File: src/rtl/myuart_fifo.sv
// Single-clock Avalon-MM UART with RX/TX byte FIFOs, sticky error flags and a level IRQ.
// Registers 0 and 1 keep the bit layout of the older single-byte UART.
module myuart_fifo #(
  parameter int unsigned CLK_DIV = 434,
  parameter int unsigned FIFO_AW = 4
) (
  input  logic        clk,
  input  logic        reset_n,
  input  logic [1:0]  avs_s0_address,
  input  logic        avs_s0_read,
  input  logic        avs_s0_write,
  output logic [31:0] avs_s0_readdata,
  input  logic [31:0] avs_s0_writedata,
  output logic        avs_s0_waitrequest,
  input  logic [3:0]  avs_s0_byteenable,
  output logic        ins_irq0_irq,
  input  logic        uart_rxd,
  output logic        uart_txd
);

  localparam int unsigned DEPTH = 1 << FIFO_AW;
  localparam int unsigned CW    = FIFO_AW + 1;
  localparam int unsigned DW    = (CLK_DIV > 1) ? $clog2(CLK_DIV) : 1;
  localparam logic [DW-1:0] BIT_END  = DW'(CLK_DIV - 1);
  localparam logic [DW-1:0] HALF_END = DW'(CLK_DIV / 2 - 1);
  localparam logic [CW-1:0] CNT_FULL = CW'(DEPTH);

  typedef enum logic [1:0] {S_IDLE, S_START, S_DATA, S_STOP} state_t;

  logic rd_rx, wr_tx, wr_stat, wr_ctrl;
  assign rd_rx   = avs_s0_read  && (avs_s0_address == 2'd0);
  assign wr_tx   = avs_s0_write && (avs_s0_address == 2'd1);
  assign wr_stat = avs_s0_write && (avs_s0_address == 2'd2);
  assign wr_ctrl = avs_s0_write && (avs_s0_address == 2'd3);
  assign avs_s0_waitrequest = 1'b0;

  logic unused_bits;
  assign unused_bits = ^{avs_s0_byteenable, avs_s0_writedata[31:8]};

  // FIFO storage and pointers
  logic [7:0]         rx_mem [DEPTH];
  logic [7:0]         tx_mem [DEPTH];
  logic [FIFO_AW-1:0] rx_wp, rx_rp, tx_wp, tx_rp;
  logic [CW-1:0]      rx_cnt, tx_cnt;
  logic rx_valid, rx_full, tx_full, tx_idle;
  logic rx_push_req, rx_push, rx_pop, rx_ovf_set;
  logic tx_push, tx_pop, tx_ovf_set;
  logic frame_err_set;
  logic rx_ovf, frame_err, tx_ovf, rxie, txie;

  assign rx_valid   = (rx_cnt != CW'(0));
  assign rx_full    = (rx_cnt == CNT_FULL);
  assign tx_full    = (tx_cnt == CNT_FULL);
  assign rx_pop     = rd_rx && rx_valid;
  assign rx_push    = rx_push_req && (!rx_full || rx_pop);
  assign rx_ovf_set = rx_push_req && rx_full && !rx_pop;
  assign tx_push    = wr_tx && (!tx_full || tx_pop);
  assign tx_ovf_set = wr_tx && tx_full && !tx_pop;

  // TX FSM
  state_t      tx_state, tx_state_d;
  logic [DW-1:0] tx_tick, tx_tick_d;
  logic [2:0]  tx_bit, tx_bit_d;
  logic [7:0]  tx_shift, tx_shift_d;
  logic        txd_q, txd_d;

  assign tx_idle  = (tx_cnt == CW'(0)) && (tx_state == S_IDLE);
  assign uart_txd = txd_q;

  always_ff @(posedge clk or negedge reset_n) begin
    if (!reset_n) begin
      tx_state <= S_IDLE;
      tx_tick  <= '0;
      tx_bit   <= '0;
      tx_shift <= '0;
      txd_q    <= 1'b1;
    end else begin
      tx_state <= tx_state_d;
      tx_tick  <= tx_tick_d;
      tx_bit   <= tx_bit_d;
      tx_shift <= tx_shift_d;
      txd_q    <= txd_d;
    end
  end

  always_comb begin
    tx_state_d = tx_state;
    tx_tick_d  = tx_tick + DW'(1);
    tx_bit_d   = tx_bit;
    tx_shift_d = tx_shift;
    txd_d      = txd_q;
    tx_pop     = 1'b0;
    unique case (tx_state)
      S_IDLE: begin
        tx_tick_d = '0;
        if (tx_cnt != CW'(0)) begin
          tx_pop     = 1'b1;
          tx_shift_d = tx_mem[tx_rp];
          txd_d      = 1'b0;
          tx_state_d = S_START;
        end
      end
      S_START: begin
        if (tx_tick == BIT_END) begin
          tx_tick_d  = '0;
          tx_bit_d   = '0;
          txd_d      = tx_shift[0];
          tx_state_d = S_DATA;
        end
      end
      S_DATA: begin
        if (tx_tick == BIT_END) begin
          tx_tick_d = '0;
          if (tx_bit == 3'd7) begin
            txd_d      = 1'b1;
            tx_state_d = S_STOP;
          end else begin
            tx_shift_d = {1'b0, tx_shift[7:1]};
            txd_d      = tx_shift[1];
            tx_bit_d   = tx_bit + 3'd1;
          end
        end
      end
      S_STOP: begin
        if (tx_tick == BIT_END) begin
          tx_tick_d = '0;
          // Chain straight into the next frame so there is no idle gap
          if (tx_cnt != CW'(0)) begin
            tx_pop     = 1'b1;
            tx_shift_d = tx_mem[tx_rp];
            txd_d      = 1'b0;
            tx_state_d = S_START;
          end else begin
            tx_state_d = S_IDLE;
          end
        end
      end
      default: tx_state_d = S_IDLE;
    endcase
  end

  // RX synchroniser plus one stage of history for falling-edge detection
  logic rxd_meta, rxd_sync, rxd_prev;
  always_ff @(posedge clk or negedge reset_n) begin
    if (!reset_n) begin
      rxd_meta <= 1'b1;
      rxd_sync <= 1'b1;
      rxd_prev <= 1'b1;
    end else begin
      rxd_meta <= uart_rxd;
      rxd_sync <= rxd_meta;
      rxd_prev <= rxd_sync;
    end
  end

  // RX FSM
  state_t        rx_state, rx_state_d;
  logic [DW-1:0] rx_tick, rx_tick_d;
  logic [2:0]    rx_bit, rx_bit_d;
  logic [7:0]    rx_shift, rx_shift_d;
  logic          rx_wait, rx_wait_d;

  always_ff @(posedge clk or negedge reset_n) begin
    if (!reset_n) begin
      rx_state <= S_IDLE;
      rx_tick  <= '0;
      rx_bit   <= '0;
      rx_shift <= '0;
      rx_wait  <= 1'b0;
    end else begin
      rx_state <= rx_state_d;
      rx_tick  <= rx_tick_d;
      rx_bit   <= rx_bit_d;
      rx_shift <= rx_shift_d;
      rx_wait  <= rx_wait_d;
    end
  end

  always_comb begin
    rx_state_d    = rx_state;
    rx_tick_d     = rx_tick + DW'(1);
    rx_bit_d      = rx_bit;
    rx_shift_d    = rx_shift;
    rx_wait_d     = rx_wait;
    rx_push_req   = 1'b0;
    frame_err_set = 1'b0;
    unique case (rx_state)
      S_IDLE: begin
        rx_tick_d = '0;
        if (rxd_prev && !rxd_sync) rx_state_d = S_START;
      end
      S_START: begin
        if (rx_tick == HALF_END) begin
          rx_tick_d  = '0;
          rx_bit_d   = '0;
          rx_state_d = rxd_sync ? S_IDLE : S_DATA;
        end
      end
      S_DATA: begin
        if (rx_tick == BIT_END) begin
          rx_tick_d  = '0;
          rx_shift_d = {rxd_sync, rx_shift[7:1]};
          rx_bit_d   = rx_bit + 3'd1;
          if (rx_bit == 3'd7) rx_state_d = S_STOP;
        end
      end
      S_STOP: begin
        if (rx_wait) begin
          // Bad stop bit: hold off until the line returns high
          rx_tick_d = '0;
          if (rxd_sync) begin
            rx_wait_d  = 1'b0;
            rx_state_d = S_IDLE;
          end
        end else if (rx_tick == BIT_END) begin
          rx_tick_d = '0;
          if (rxd_sync) begin
            rx_push_req = 1'b1;
            rx_state_d  = S_IDLE;
          end else begin
            frame_err_set = 1'b1;
            rx_wait_d     = 1'b1;
          end
        end
      end
      default: rx_state_d = S_IDLE;
    endcase
  end

  // FIFO pointer/count bookkeeping
  always_ff @(posedge clk or negedge reset_n) begin
    if (!reset_n) begin
      rx_wp  <= '0;
      rx_rp  <= '0;
      rx_cnt <= '0;
      tx_wp  <= '0;
      tx_rp  <= '0;
      tx_cnt <= '0;
    end else begin
      if (rx_push) rx_wp <= rx_wp + FIFO_AW'(1);
      if (rx_pop)  rx_rp <= rx_rp + FIFO_AW'(1);
      rx_cnt <= rx_cnt + CW'(rx_push) - CW'(rx_pop);
      if (tx_push) tx_wp <= tx_wp + FIFO_AW'(1);
      if (tx_pop)  tx_rp <= tx_rp + FIFO_AW'(1);
      tx_cnt <= tx_cnt + CW'(tx_push) - CW'(tx_pop);
    end
  end

  always_ff @(posedge clk) begin
    if (rx_push) rx_mem[rx_wp] <= rx_shift;
    if (tx_push) tx_mem[tx_wp] <= avs_s0_writedata[7:0];
  end

  // Sticky flags (set beats clear), control and IRQ
  always_ff @(posedge clk or negedge reset_n) begin
    if (!reset_n) begin
      rx_ovf       <= 1'b0;
      frame_err    <= 1'b0;
      tx_ovf       <= 1'b0;
      rxie         <= 1'b0;
      txie         <= 1'b0;
      ins_irq0_irq <= 1'b0;
    end else begin
      rx_ovf    <= rx_ovf_set    | (rx_ovf    & ~(wr_stat & avs_s0_writedata[3]));
      frame_err <= frame_err_set | (frame_err & ~(wr_stat & avs_s0_writedata[4]));
      tx_ovf    <= tx_ovf_set    | (tx_ovf    & ~(wr_stat & avs_s0_writedata[5]));
      if (wr_ctrl) begin
        rxie <= avs_s0_writedata[0];
        txie <= avs_s0_writedata[1];
      end
      ins_irq0_irq <= (rxie & rx_valid) | (txie & tx_idle);
    end
  end

  always_comb begin
    avs_s0_readdata = '0;
    unique case (avs_s0_address)
      2'd0: avs_s0_readdata = {22'b0, rx_ovf, rx_valid, (rx_valid ? rx_mem[rx_rp] : 8'h00)};
      2'd1: avs_s0_readdata = {23'b0, tx_full, 8'b0};
      2'd2: avs_s0_readdata = {8'b0, 8'(tx_cnt), 8'(rx_cnt), 2'b0,
                               tx_ovf, frame_err, rx_ovf, tx_idle, tx_full, rx_valid};
      2'd3: avs_s0_readdata = {30'b0, txie, rxie};
      default: avs_s0_readdata = '0;
    endcase
  end

endmodule

File: config.mk
export PLATFORM = sky130hd
export DESIGN_NAME = myuart_fifo
export DESIGN_NICKNAME = d
export VERILOG_FILES = /design/src/rtl/myuart_fifo.sv
export SDC_FILE = /design/constraint.sdc
export NUM_CORES = 1
export LEC_CHECK = 0
export ABC_AREA = 1
export BUFFER_PORTS_ARGS = -buffer_cell sky130_fd_sc_hd__buf_2
export CAP_MARGIN = 20
export CORE_MARGIN = 5
export CORE_UTILIZATION = 50
export DETAILED_ROUTE_END_ITERATION = 12
export PLACE_DENSITY = 0.73
export SETUP_SLACK_MARGIN = 0.05
export SLEW_MARGIN = 20
export SYNTH_ARGS = -nofsm -noshare
export SYNTH_HDL_FRONTEND = slang
export SYNTH_SLANG_ARGS = --single-unit
File: constraint.sdc
create_clock -name clk -period 4 [get_ports clk]
set_clock_uncertainty 0.2 [all_clocks]
set_input_delay 0.8 -clock clk [delete_from_list [all_inputs] [get_ports clk]]
set_output_delay 0.8 -clock clk [all_outputs]
set_load 0.05 [all_outputs]
==> summary.txt <==
Status -> complete, no violations
Post-synth EDFFs -> 256
Post-route ant nets -> 0
Routability cong. -> 0.821
Clk root buf -> clkbuf_16
Final setup vio count -> 0
Placement Setup Slack -> 625 ps
Vias in the first global route -> 10122
Tcrit/Tclk final -> 0.910
Overflow after GRT -> 0
Slowest cell delay on critical path -> 650 ps
Final Hold Viols -> 0
Vias per std cell -> 5.32
Most used cell, CP -> nand2_1
Via count -> 10324
H-tree depth -> 2
Delay-heaviest family, CP -> simple AND/OR/NAND/NOR gates
Clock slew at reported path FFs -> 60 ps
Wire per inst -> 16.7 microns
Die Y -> 184 microns
# port buffers -> 34
CP Launch Type -> flip-flop
Pwr Density -> 566 nW/um^2
Sequential fraction of the synthesis area -> 0.643
Number of hold buffers added after CTS -> 0
Yosys reg bits -> 337
Required time worst endpoint -> 3000 ps
RSZ-0062 raised after global routing -> no
P_leak -> 7.32 nW
Drt pass-1 iters -> 6
CTS buffer count -> 37
Distinct cells, synth -> 40
Area Growth Syn to Fin -> 12.0%
Die W -> 184 microns
Top_reg_cell synth -> edfxtp_1
Nets@finish -> 1599
Largest net degree at the start of global routing -> 82
Setup tns final -> 0 ps
Tmin final -> 3640 ps
Ratio of cells with drive above 1 in the final layout -> 0.0924
Post-route DRC -> 0
CP Class -> flip-flop to primary output
Syn Inst Count -> 1473
Post-detail-place hpwl -> 20800 microns
Post-Syn Area -> 15100 sq um
Setup Fix Bufs, Post-CTS -> 0
Worst-path maximum fanout -> 24
Synth area leaders -> edfxtp_1 (51%), dfrtp_1 (13%), nand2_1 (7.9%), nand3_1 (5.3%), nor2_1 (4.5%)
Post-route setup slack -> 359 ps
CTS Buffer Depth -> 3
Worst Tran Pin Value -> 1020 ps
Slew Limit Fails -> 0
Synthesized area per cell -> 10.3 sq um
GRT Overall Usage -> 0.191
Worst vdd ir -> 426 uV
Num rows -> 63
Clock sink count -> 337
Area post-placement -> 15700 sq um
# IOs -> 78
CTS tree -> yes
Placed Cells -> 1869
Rel. slew slack -> 0.320
Core area -> 29700 sq um
Post-route cell area -> 16900 sq um
Initial DRC Count -> 794
Synth top area share -> 0.508
Max-Cap Viols -> 0
Largest area contributor in the netlist -> edfxtp_1
Initial antenna violation count -> 1
Yosys Warn Count -> 0
WP data arrival -> 2640 ps
Final WL -> 32400 microns
CP Buf/Inv Count -> 2
Fmax -> 275 MHz
Non-filler cells in the finished layout -> 1939
Ys async rst share -> 0.240
Die area -> 33800 sq um
Worst Hold Slack -> 110 ps
Setup crit end kind -> primary output
Cells resized by post-CTS repair -> 0
First-pass GRT wire length -> 51900 microns
Worst hold-check path type -> input port to asynchronous set/reset pin
Critical path cell sequence -> buf_4, nor2_1, nor2_1, o21ai_0, nand3_1, nand3_1, nand2_1, nand2_1, nand2_1, buf_2
Starting density of the core -> 0.509
Slowest stage cell, crit path -> dfrtp_2
Worst skew pair latency -> 510 ps
## synthesized netlist by cell type, types with 2 or more instances
cell type,n
nand4_1,5
fa_1,2
o21ai_1,6
clkinv_1,2
buf_4,17
a21oi_1,23
inv_2,4
dfstp_2,4
o31ai_1,2
o211ai_1,27
inv_1,149
nand2_1,319
nand2_2,5
nor2_2,2
or2_2,2
dfrtp_1,77
nand3_1,159
buf_2,22
clkbuf_1,28
nor2_1,181
nand2_4,3
ha_1,36
buf_6,2
xor2_1,15
nor3b_1,2
xnor2_1,5
edfxtp_1,256
buf_1,2
nor3_1,26
o21ai_0,80
## per-layer routing
| metal | part of all wire | routed length, microns | global-route usage | vias to the layer above |
|---|---|---|---|---|
| met5 | 0 | 0 | 0 | - |
| met4 | 0.036 | 1160 | 0.0677 | 0 |
| met1 | 0.39 | 12800 | 0.239 | 4911 |
| met2 | 0.50 | 16200 | 0.336 | 348 |
| li1 | - | - | - | 4982 |
| met3 | 0.069 | 2250 | 0.0319 | 83 |
## cell type report
class	count	area [sq um]
Fill cell	2394	12800
Sequential cell	337	9720
Multi-Input combinational cell	923	4500
Clock buffer	46	991
Inverter	156	587
Tap cell	390	488
Timing Repair Buffer	63	394
Clock inverter	22	254
Antenna cell	2	5.00
## logic make-up after synthesis
kind of cell,after synthesis,share of synthesized area
simple gates,709,0.198
flops,337,0.643
buf+inv,227,0.0634
compound gates,141,0.0520
fa+ha+maj,38,0.0324
xor+xnor,20,0.0116
other cells,1,0.000248
## stage by stage
step           power, W  utilization
2_1_floorplan   0.00562            -
3_3_place_gp    0.00614        0.528
3_5_place_dp    0.00620        0.528
4_1_cts         0.00964        0.570
5_1_grt          0.0101        0.570
6_report        0.00958        0.570
## placed cells by master, fill, tap and decap left out, drive strengths merged
| master | count |
|---|---|
| a21oi | 23 |
| a22o | 1 |
| a31oi | 1 |
| and3 | 1 |
| buf | 63 |
| bufinv | 5 |
| clkbuf | 46 |
| clkinv | 18 |
| clkinvlp | 1 |
| conb | 15 |
| dfrtp | 77 |
| dfstp | 4 |
| diode | 2 |
| edfxtp | 256 |
| fa | 2 |
| ha | 36 |
| inv | 154 |
| nand2 | 327 |
| nand3 | 161 |
| nand4 | 5 |
| nor2 | 184 |
| nor3 | 26 |
| nor3b | 2 |
| nor4 | 1 |
| o211ai | 27 |
| o21ai | 87 |
| o31ai | 2 |
| or2 | 2 |
| xnor2 | 5 |
| xor2 | 15 |
## flip-flops by register name, summed over array words and instances (netlist names), 2 cells and up, named ones only
signal	flops
tx_bit	3
rx_bit	3
rx_cnt	5
rx_mem	128
tx_shift	8
tx_tick	9
tx_wp	4
rx_rp	4
tx_mem	128
rx_tick	9
tx_rp	4
rx_shift	8
rx_wp	4
tx_cnt	5
tx_state	2
## power breakdown
group	switching [W]	leakage, nW	internal (W)	total [W]
combinational	0.00142	3.05	0.000656	0.00208
clock	0.00134	0.607	0.00209	0.00343
sequential	0.000164	3.66	0.00391	0.00407
total	0.00292	7.32	0.00666	0.00958
## final timing paths
check	slack, ps	end	cells after the start	startpoint
max in group asynchronous	2920	tx_rp[0]	1	reset_n
setup / recovery	360	avs_s0_readdata[2]	10	rx_rp[0]
setup reg to reg	640	tx_cnt[4]	16	tx_cnt[3]
min in group clk	150	rxd_sync	0	rxd_meta
hold / removal	110	rx_tick[4]	1	reset_n
hold reg to reg	150	rxd_sync	0	rxd_meta
(Power assumes the default switching activity.)
